**config.mk**
```make
export PLATFORM = sky130hd
export DESIGN_NAME = instr_decoder
export DESIGN_NICKNAME = d
export VERILOG_FILES = /design/src/rtl/instr_decoder.sv
export SDC_FILE = /design/constraint.sdc
export NUM_CORES = 1
export LEC_CHECK = 0
export BUFFER_PORTS_ARGS = -buffer_cell sky130_fd_sc_hd__buf_2
export CAP_MARGIN = 40
export CORE_MARGIN = 10
export CORE_UTILIZATION = 53
export DETAILED_ROUTE_END_ITERATION = 6
export PLACE_DENSITY = 0.86
export SKIP_LAST_GASP = 1
export SYNTH_ARGS = -nofsm -noshare
export SYNTH_HDL_FRONTEND = slang
export SYNTH_SLANG_ARGS = --single-unit
export TNS_END_PERCENT = 50
```
**constraint.sdc**
```tcl
create_clock -name clk -period 3.14 [get_ports clk]
set_clock_uncertainty 0.15 [all_clocks]
set_input_delay 0.314 -clock clk [delete_from_list [all_inputs] [get_ports clk]]
set_output_delay 0.314 -clock clk [all_outputs]
set_load 0.1 [all_outputs]
```
**src/rtl/instr_decoder.sv**
```systemverilog
// Decodes 16-bit ISA words into the datapath control bundle behind a one-stage valid/ready register.
// Define INSTR_DEC_SHIFT_EN to decode op=1000 shift words; otherwise they are illegal and halt the block.
module instr_decoder (
   input  logic        clk,
   input  logic        rst,
   input  logic        in_valid,
   input  logic [15:0] in_instr,
   output logic        in_ready,
   output logic        out_valid,
   input  logic        out_ready,
   output logic [15:0] regEnable,
   output logic        flagEn,
   output logic        RorI,
   output logic [7:0]  opcode,
   output logic [3:0]  Rsrc,
   output logic [3:0]  Rdest,
   output logic [15:0] imm,
   output logic        out_illegal,
   output logic        halted,
   output logic [15:0] issue_count
);

   // Handshake: a word moves on accept = in_valid && in_ready; the bundle leaves on
   // consume = out_valid && out_ready. An illegal bundle blocks accept in its consume cycle.
   typedef enum logic [1:0] {EMPTY, FULL, HALT} state_t;
   state_t state;

   logic [3:0]  op;
   logic [3:0]  ext;
   logic        d_legal;
   logic        d_wr;
   logic        d_flag;
   logic        d_rori;
   logic [3:0]  d_rsrc;
   logic [15:0] d_imm;
   logic        accept;
   logic        consume;

   always_comb begin
      op      = in_instr[15:12];
      ext     = in_instr[7:4];
      d_legal = 1'b0;
      d_wr    = 1'b0;
      d_flag  = 1'b0;
      d_rori  = 1'b0;
      d_rsrc  = in_instr[3:0];
      d_imm   = 16'h0000;
      if (op == 4'b0000) begin
         case (ext)
            4'b0001, 4'b0010, 4'b0011, 4'b1101: begin
               d_legal = 1'b1;
               d_wr    = 1'b1;
            end
            4'b0101, 4'b0110, 4'b0111, 4'b1001, 4'b1010, 4'b1110: begin
               d_legal = 1'b1;
               d_wr    = 1'b1;
               d_flag  = 1'b1;
            end
            4'b1011: begin
               d_legal = 1'b1;
               d_flag  = 1'b1;
            end
            default: d_legal = 1'b0;
         endcase
      end else if (op == 4'b1000) begin
`ifdef INSTR_DEC_SHIFT_EN
         case (ext)
            4'b1000, 4'b1111: begin
               d_legal = 1'b1;
               d_wr    = 1'b1;
            end
            4'b0000, 4'b0001, 4'b0010, 4'b0011: begin
               d_legal = 1'b1;
               d_wr    = 1'b1;
               d_rori  = 1'b1;
               d_rsrc  = 4'h0;
               d_imm   = {{11{ext[0]}}, ext[0], in_instr[3:0]};
            end
            default: d_legal = 1'b0;
         endcase
`else
         d_legal = 1'b0;
`endif
      end else begin
         case (op)
            4'b0001, 4'b0010, 4'b0011, 4'b0110: begin
               // logic ops and ADDUI take a zero-extended immediate
               d_legal = 1'b1;
               d_wr    = 1'b1;
               d_flag  = (op == 4'b0110);
               d_rori  = 1'b1;
               d_rsrc  = 4'h0;
               d_imm   = {8'h00, in_instr[7:0]};
            end
            4'b0101, 4'b0111, 4'b1001, 4'b1010, 4'b1011, 4'b1101, 4'b1110: begin
               d_legal = 1'b1;
               d_wr    = (op != 4'b1011);
               d_flag  = (op != 4'b1101);
               d_rori  = 1'b1;
               d_rsrc  = 4'h0;
               d_imm   = {{8{in_instr[7]}}, in_instr[7:0]};
            end
            default: d_legal = 1'b0;
         endcase
      end
   end

   assign in_ready = !rst && (state != HALT) &&
                     ((state == EMPTY) || (out_ready && !out_illegal));
   assign accept   = in_valid && in_ready;
   assign consume  = out_valid && out_ready;

   always_ff @(posedge clk) begin
      if (rst) begin
         state       <= EMPTY;
         out_valid   <= 1'b0;
         regEnable   <= 16'h0000;
         flagEn      <= 1'b0;
         RorI        <= 1'b0;
         opcode      <= 8'h00;
         Rsrc        <= 4'h0;
         Rdest       <= 4'h0;
         imm         <= 16'h0000;
         out_illegal <= 1'b0;
         halted      <= 1'b0;
         issue_count <= 16'h0000;
      end else begin
         if (consume && !out_illegal)
            issue_count <= issue_count + 16'd1;
         if (accept) begin
            state       <= FULL;
            out_valid   <= 1'b1;
            regEnable   <= d_wr ? (16'h0001 << in_instr[11:8]) : 16'h0000;
            flagEn      <= d_flag;
            RorI        <= d_rori;
            opcode      <= {op, ext};
            Rsrc        <= d_rsrc;
            Rdest       <= in_instr[11:8];
            imm         <= d_imm;
            out_illegal <= !d_legal;
         end else if (consume) begin
            // fields other than the enables keep their last values once the bundle leaves
            state     <= out_illegal ? HALT : EMPTY;
            halted    <= out_illegal;
            out_valid <= 1'b0;
            regEnable <= 16'h0000;
            flagEn    <= 1'b0;
         end
      end
   end

endmodule

```
== Word-level counts from Yosys, hierarchy flattened ==
Index checks and enable logic that the tools add are counted.

* Bits in registers: 71
* Input bits: 20

* Add/subtract/negate cells: 1
* Equality and inequality tests: 26
* Shift operators: 1
* Mux-type cells: 28
* Bitwise gates (word level): 1
* Reductions and logical operators: 21

{| class="wikitable"
|+ Operators with widths
! cell !! count
|-
| 16-bit 2-to-1 mux || 5
|-
| 4-bit == test (second input constant) || 11
|-
| 16-bit case mux with 2 select lines || 1
|-
| 4-bit by 3-bit == test with 1-bit output (second input constant) || 6
|-
| 11-bit OR reduction || 2
|-
| 16-bit by 1-bit adder with 16-bit output (second input constant) || 1
|-
| 4-bit by 2-bit == test with 1-bit output (second input constant) || 4
|-
| 1-bit 2-to-1 mux || 16
|-
| 1-bit by 4-bit left shift with 16-bit output (first input constant) || 1
|-
| 7-bit OR reduction || 2
|-
| 4-bit 2-to-1 mux || 3
|-
| 10-bit OR reduction || 1
|-
| 4-bit by 1-bit == test with 1-bit output (second input constant) || 2
|-
| 4-bit inequality test (second input constant) || 2
|-
| 1-bit logical AND || 6
|-
| 4-bit logical NOT || 1
|-
| 1-bit case mux with 2 select lines || 2
|-
| 4-bit OR reduction || 1
|-
| 1-bit logical NOT || 3
|-
| 2-bit logical NOT || 1
|-
| 2-bit 2-to-1 mux || 1
|-
| 2-bit inequality test (second input constant) || 1
|-
| 2-bit AND reduction || 1
|-
| 2-bit nonzero test || 1
|-
| 3 further kinds || 3
|}

== Longest topological paths before layout ==
Gate-level depths: netlist of run 1.

* Depth in word-level cells: 7
* Depth in mapped cells: 7

== Worst setup path after synthesis of run 1 ==
Ideal clock, no wire load.

* Kind: register -> output
* Start: register out_valid (netlist name)
* End: output in_ready
* Data arrival time: 2.850 ns
* Data required time: 2.676 ns
* Setup slack: -0.174 ns
* Stages on the path, launching flop included: 4
* Buffers on the path: 1
* Cells stage by stage: dfxtp_1 > buf_4 > nand3b_4 > a21oi_1

{| class="wikitable"
|+ RTL lines
! what !! RTL line !! RTL
|-
| to (decl) || 8 || <nowiki>output logic in_ready,</nowiki>
|}

== Worst setup path in the final report of run 1 ==
* Start: register out_valid
* End: register flagEn

* Cells in the longest elaborated chain, start to end: 2

{| class="wikitable"
|+ Ends and longest elaborated chain
! what !! RTL line !! RTL
|-
| from (decl) || 9 || <nowiki>output logic out_valid,</nowiki>
|-
| from (signal assigned) || 116 || <nowiki>out_valid <= 1'b0;</nowiki>
|-
| from (signal assigned) || 132 || <nowiki>out_valid <= 1'b1;</nowiki>
|-
| from (signal assigned) || 145 || <nowiki>out_valid <= 1'b0;</nowiki>
|-
| 1-bit logical AND || 111 || <nowiki>assign consume = out_valid && out_ready;</nowiki>
|-
| 2-bit nonzero test (no line) || - ||
|-
| to (signal assigned) || 134 || <nowiki>flagEn <= d_flag;</nowiki>
|-
| to (decl) || 12 || <nowiki>output logic flagEn,</nowiki>
|}

No other way between the ends.
A chain may end at the register's enable or synchronous reset.

==> results of run 1 <==
## where the power goes
part	switching, mW	internal [mW]	total, mW
Clock	0.275	0.303	0.578
Combinational	0.323	0.0609	0.384
Sequential	0.0184	0.827	0.845
Total	0.616	1.19	1.81
## metrics by stage
stage                     worst slack (ps)  instance area, µm²  utilization  instances
final                                  762                3100        0.666        417
after global routing                   618                3100        0.666        417
after CTS                              768                3100        0.666        417
after detailed placement               766                2950        0.632        402
after global placement                 793                2950        0.632        402
after floorplan                        450                2530            -        277
## path summary, 6_finish.rpt
check         startpoint  endpoint  slack, ps  cells after the start
max            out_valid    flagEn        760                      4
min          in_instr[1]   Rsrc[1]         70                      2
max reg2reg    out_valid    flagEn        760                      4
min reg2reg       imm[0]    imm[0]        300                      2
## worst register-to-register path, cell delays in order (launching register included)
cell and delay (ps):
dfxtp_1 400, and3b_2 290, o21ai_2 580, and3_1 650, a22o_1 240
## logic make-up after synthesis
group                    after synthesis  share of synthesized area
AO/OA/AOI/OAI                         68                      0.183
XOR/XNOR                              10                     0.0347
flip-flops                            63                      0.500
adder cells (fa/ha/maj)                1                    0.00496
AND/OR/NAND/NOR                      109                      0.224
buffers and inverters                 26                     0.0535
## placed cells by master (no fill, tap or decap), types with 2 or more instances in the layout
| cell type | Yosys | routed |
|---|---|---|
| o2bb2ai_1 | 12 | 12 |
| clkbuf_8 | 0 | 10 |
| inv_1 | 4 | 4 |
| xnor2_1 | 5 | 5 |
| buf_2 | 2 | 89 |
| and4_1 | 2 | 2 |
| and3_1 | 4 | 4 |
| a32o_1 | 10 | 10 |
| nand4_1 | 6 | 6 |
| a21oi_1 | 20 | 19 |
| nand2_1 | 46 | 46 |
| nor2_1 | 13 | 13 |
| xor2_1 | 5 | 5 |
| or2_2 | 3 | 3 |
| dfxtp_1 | 63 | 63 |
| or3_1 | 4 | 4 |
| nand4b_1 | 2 | 2 |
| buf_4 | 9 | 3 |
| o21ai_0 | 19 | 19 |
| nor4_1 | 2 | 2 |
| clkbuf_1 | 9 | 4 |
| nand3_1 | 17 | 17 |
## state kept, by name, indices dropped and copies added, names as in the netlist
register and count:
opcode 8, RorI 1, flagEn 1, Rdest 4, regEnable 16, imm 9
out_illegal 1, halted 1, out_valid 1, Rsrc 4, state 1, issue_count 16
## metal layers
layer  global-route usage  up-vias  share of wire
li1                     -     1148              -
met4               0.0708        0          0.013
met1                0.195     1070           0.42
met5                    0        -              0
met2                0.276       78           0.47
met3               0.0711        9          0.090
## layout make-up
type                    instances  share of cell area
clock buffers                  14              0.0492
clock inverters                 1             0.00161
inverters                       5             0.00605
multi-input cells             188               0.364
flip-flops and latches         63               0.406
well taps                      54              0.0218
repair buffers                 92               0.151
==> results.py, run 1 <==
metrics = {
    "yosys": {
        "syn_nets": 298,
        "syn_inst": 277,
        "yosys_most_used_dff": "dfxtp_1",
        "yosys_register_bits": 63,
        "yosysUniqueCellTypes": 41,
        "netlist.area_leader.share": 0.500,
        "synth_edf_count": 0,
        "async_flop_share": 0,
        "yosys_warnings": 0,
        "syn_area_per_cell_um2": 9.11,
        "synth_top_cell_by_area": "dfxtp_1",
        "synthTopCellsByCount": "63 x dfxtp_1, 46 x nand2_1, 20 x a21oi_1",
        "synth_area_leaders": "dfxtp_1 50%, nand2_1 6.8%, o2bb2ai_1 4.2%",
        "yosysMostFrequentCell": "dfxtp_1",
        "synth_area_mm2": 0.00252,
        "seq_area_frac_synth": 0.500,
    },
    "floorplanning": {
        "initial_utilization": 0.541,
        "dieArea_mm2": 0.00792,
        "coreArea_mm2": 0.00466,
        "die_width_um": 89.0,
        "die_h_um": 89.0,
        "ios": 90,
        "rows": 25,
    },
    "sta": {
        "post-route-min-period_ps": 2380,
        "final.setup.tns_ps": 0,
        "relSlewSlack": 0.508,
        "hold_viol": 0,
        "period_share": 0.757,
        "grt_setup_unrepaired": "false",
        "setup_viol": 0,
        "max_freq_mhz": 421,
        "drv_slew": 0,
        "tightestPinTransition_ps": 738,
        "hold_slack_ps": 66.5,
    },
    "clocking": {
        "cts_tree": "built",
        "cts-root-buf": "clkbuf_8",
        "h-tree-depth": 3,
        "cts.sinks": 63,
        "clk_latency_ps": 330,
        "cts_hold_buf": 0,
        "postCtsSetupBuffers": 0,
        "clkTransAtPathRegs_ps": 60,
        "ctsResizeCount": 0,
        "clock_path_buffers": 2,
        "numCtsBuffers": 9,
    },
    "flow_run": {
        "drv_cap": 0,
    },
    "final_layout": {
        "area_delta_synth_final_pct": 23.0,
        "regArea_mm2": 0.00126,
        "diodes": 0,
        "multiInputGateArea_mm2": 0.00113,
        "fillerInstances": 379,
        "drive_gt1_frac": 0.314,
        "nets": 380,
    },
    "critical_path": {
        "end_kind": "flop",
        "cpPeakStageDelay_ps": 650,
        "path_max_fanout": 19,
        "worst_setup_path_start_kind": "flop",
        "crit_type": "reg -> reg",
        "worst_ep_arrival_time_ps": 2500,
        "crit_buf_inv": 0,
        "cp_top_family": "simple AND/OR/NAND/NOR gates",
        "path_cells": "and3b_2 > o21ai_2 > and3_1 > a22o_1",
        "worst_path_max_delay_cell": "and3_1",
        "required_ps": 3260,
    },
    "grt": {
        "grt_pass1_wl_um": 10600,
        "antenna_found_initial": 0,
        "grt_max_degree": 32,
        "track_usage": 0.171,
        "grt-ovfl-total": 0,
        "grt_pass1_vias": 2204,
    },
    "routing": {
        "remaining_drc_errors": 0,
        "via_per_inst": 5.53,
        "dr.pass1.iters": 4,
        "drt-initial-drc-count": 141,
        "drtAntennaViolNets": 0,
        "routedWlPerCell_um": 15.9,
        "wl_um": 6630,
        "vias": 2305,
    },
    "placed_design": {
        "portBuffers": 89,
        "gp_congestion": 0.848,
        "dp_hpwl_um": 5050,
    },
    "power": {
        "pwr_density_cell_mw_per_mm2": 582,
        "ir_drop_mv": 0.406,
        "totalPowerFinal_mw": 1.81,
        "power.leakage_nw": 1.38,
    },
    "outcome": {
        "outcome": "finished, final reports clean",
    },
    "hold_path": {
        "hold_class": "in -> reg",
    },
}
No activity file was read; power rests on OpenSTA's default activity.
==> run 2: changes to the inputs <==
--- a/config.mk
+++ b/config.mk
@@ -8,9 +8,9 @@
 export BUFFER_PORTS_ARGS = -buffer_cell sky130_fd_sc_hd__buf_2
 export CAP_MARGIN = 40
 export CORE_MARGIN = 10
-export CORE_UTILIZATION = 53
+export CORE_UTILIZATION = 44
 export DETAILED_ROUTE_END_ITERATION = 6
-export PLACE_DENSITY = 0.86
+export PLACE_DENSITY = 0.77
 export SKIP_LAST_GASP = 1
 export SYNTH_ARGS = -nofsm -noshare
 export SYNTH_HDL_FRONTEND = slang
==> constraint.sdc (replaced) <==
create_clock -name clk -period 2 [get_ports clk]
set_clock_uncertainty 0.15 [all_clocks]
set_input_delay 0.2 -clock clk [delete_from_list [all_inputs] [get_ports clk]]
set_output_delay 0.2 -clock clk [all_outputs]
set_load 0.1 [all_outputs]
==> run 2 against run 1 <==
Global-route usage fell by 0.90 points. Via count rose by 4.9%. Sequential power rose by 56%. Power rose by 75%. Wire length rose by 10%. Clock-buffer cell count fell by 2. Die area rose by 16%. Core utilization fell by 3.8 points. Critical path depth fell by 1. Critical path type is now reg -> out.
==> results.py, run 2 (synthesis gave the netlist of run 1 again) <==
metrics = {
    "outcome": {
        "outcome": "finished, final reports clean",
    },
    "final_layout": {
        "multiInputGateArea_mm2": 0.00115,
        "area_delta_synth_final_pct": 37.8,
        "stdcell_count": 461,
        "final_area_mm2": 0.00348,
        "final_cell_mix": "89 x buf_2, 50 x dfxtp_1, 46 x nand2_1, 19 x o21ai_0, 19 x a21oi_1",
        "diodes": 0,
        "drive_gt1_frac": 0.360,
        "regArea_mm2": 0.00130,
        "final_common_cell": "buf_2",
        "fin_util": 0.628,
        "reg_top3": "issue_count x16, regEnable x16, imm x9",
        "nets": 405,
        "fillerInstances": 484,
    },
    "sta": {
        "setup_viol": 0,
        "period_share": 0.992,
        "hold_slack_ps": 58.1,
        "post-route-min-period_ps": 1980,
        "grt_setup_unrepaired": "true",
        "drv_slew": 0,
        "tightestPinTransition_ps": 510,
        "hold_viol": 0,
        "setup_ws_ps": 15.2,
        "relSlewSlack": 0.663,
        "max_freq_mhz": 504,
        "final.setup.tns_ps": 0,
    },
    "floorplanning": {
        "rows": 27,
        "die_width_um": 95.7,
        "ios": 90,
        "coreArea_mm2": 0.00554,
        "dieArea_mm2": 0.00917,
        "initial_utilization": 0.456,
        "die_h_um": 95.7,
    },
    "grt": {
        "track_usage": 0.162,
        "grt_max_degree": 19,
        "grt_pass1_wl_um": 11600,
        "antenna_found_initial": 0,
        "grt_pass1_vias": 2337,
        "grt-ovfl-total": 0,
    },
    "critical_path": {
        "worst_ep_arrival_time_ps": 1630,
        "r2r_cells": 4,
        "required_ps": 1650,
        "r2r-end": "issue_count[15]",
        "worst_setup_path_start_kind": "flop",
        "crit_type": "reg -> out",
        "path_max_fanout": 9,
        "end_kind": "primary output",
        "ff2ff_setup_slack_ps": 210,
        "r2r_start": "issue_count[4]",
    },
    "clocking": {
        "cts-root-buf": "clkbuf_8",
        "h-tree-depth": 3,
        "cts_tree": "built",
        "clkTransAtPathRegs_ps": 70,
        "clk_latency_ps": 340,
        "postCtsSetupBuffers": 0,
        "cts.sinks": 63,
        "clock_path_buffers": 2,
        "numCtsBuffers": 9,
    },
    "placed_design": {
        "portBuffers": 89,
        "place_ws_ps": 162,
        "dp_hpwl_um": 5310,
        "place_area_mm2": 0.00308,
        "gp_congestion": 0.838,
        "post-place-cells": 428,
    },
    "flow_run": {
        "drv_cap": 0,
    },
    "hold_path": {
        "min_path_cells": 3,
        "hp-start": "in_valid",
        "hold_class": "in -> reg",
        "worstHoldEndpoint": "halted",
    },
    "power": {
        "power.leakage_nw": 1.53,
        "pwr_density_cell_mw_per_mm2": 907,
        "ir_drop_mv": 0.593,
        "totalPowerFinal_mw": 3.15,
    },
    "routing": {
        "dr.pass1.iters": 4,
        "routedWlPerCell_um": 15.9,
        "vias": 2417,
        "wl_um": 7330,
        "remaining_drc_errors": 0,
        "drtAntennaViolNets": 0,
        "drt-initial-drc-count": 143,
        "via_per_inst": 5.24,
    },
}
==> run 2: changes by cell type in the layout (fill, tap and decap cells not counted), sizes merged <==
| cell | previous run | this run |
|---|---|---|
| dlygate4sd3 | 0 | 17 |
| buf | 92 | 100 |
| clkbuf | 14 | 12 |
| bufinv | 0 | 1 |
| clkinv | 2 | 3 |
| clkinvlp | 0 | 1 |
==> run 2: layout make-up <==
class                   count  share of cell area
clock buffers              12              0.0478
flip-flops and latches     63               0.374
inverters                   5             0.00540
clock inverters             4              0.0147
repair buffers            117               0.201
multi-input cells         188               0.332
well taps                  72              0.0259
==> run 2: routing by layer <==
metal  share of wire  up-vias  track usage  wire (µm)
li1                -     1199            -          -
met1            0.41     1128        0.184       2970
met2            0.48       75        0.256       3540
met3           0.090       15       0.0700        662
met4           0.021        0       0.0786        153
met5               0        -            0          0
==> run 2: critical path: stages (launching register included) <==
cell	delay [ps]
dfxtp_4	380
or2_2	340
a21oi_4	130
buf_2	440
==> run 2: worst max-delay path by stage <==
stage                 start         endpoint  slack, ps
2_1_floorplan     out_valid  issue_count[15]        -30
3_3_place_gp   in_instr[15]     regEnable[4]        260
3_5_place_dp   in_instr[15]     regEnable[0]        160
4_1_cts           out_valid         in_ready         10
5_1_grt           out_valid         in_ready        -40
6_report          out_valid         in_ready         20
==> run 2: power by group <==
| group | internal, mW | switching, mW | total (mW) | leakage, nW |
|---|---|---|---|---|
| Sequential | 1.29 | 0.0298 | 1.32 | 0.521 |
| Clock | 0.685 | 0.498 | 1.18 | 0.108 |
| Combinational | 0.130 | 0.522 | 0.652 | 0.901 |
==> run 2: repair_timing <==
action,in CTS,in global routing
hold buffers,17,0
resized for setup,0,2
endpoints found under the hold margin,22,0
endpoints found under the setup margin,0,6
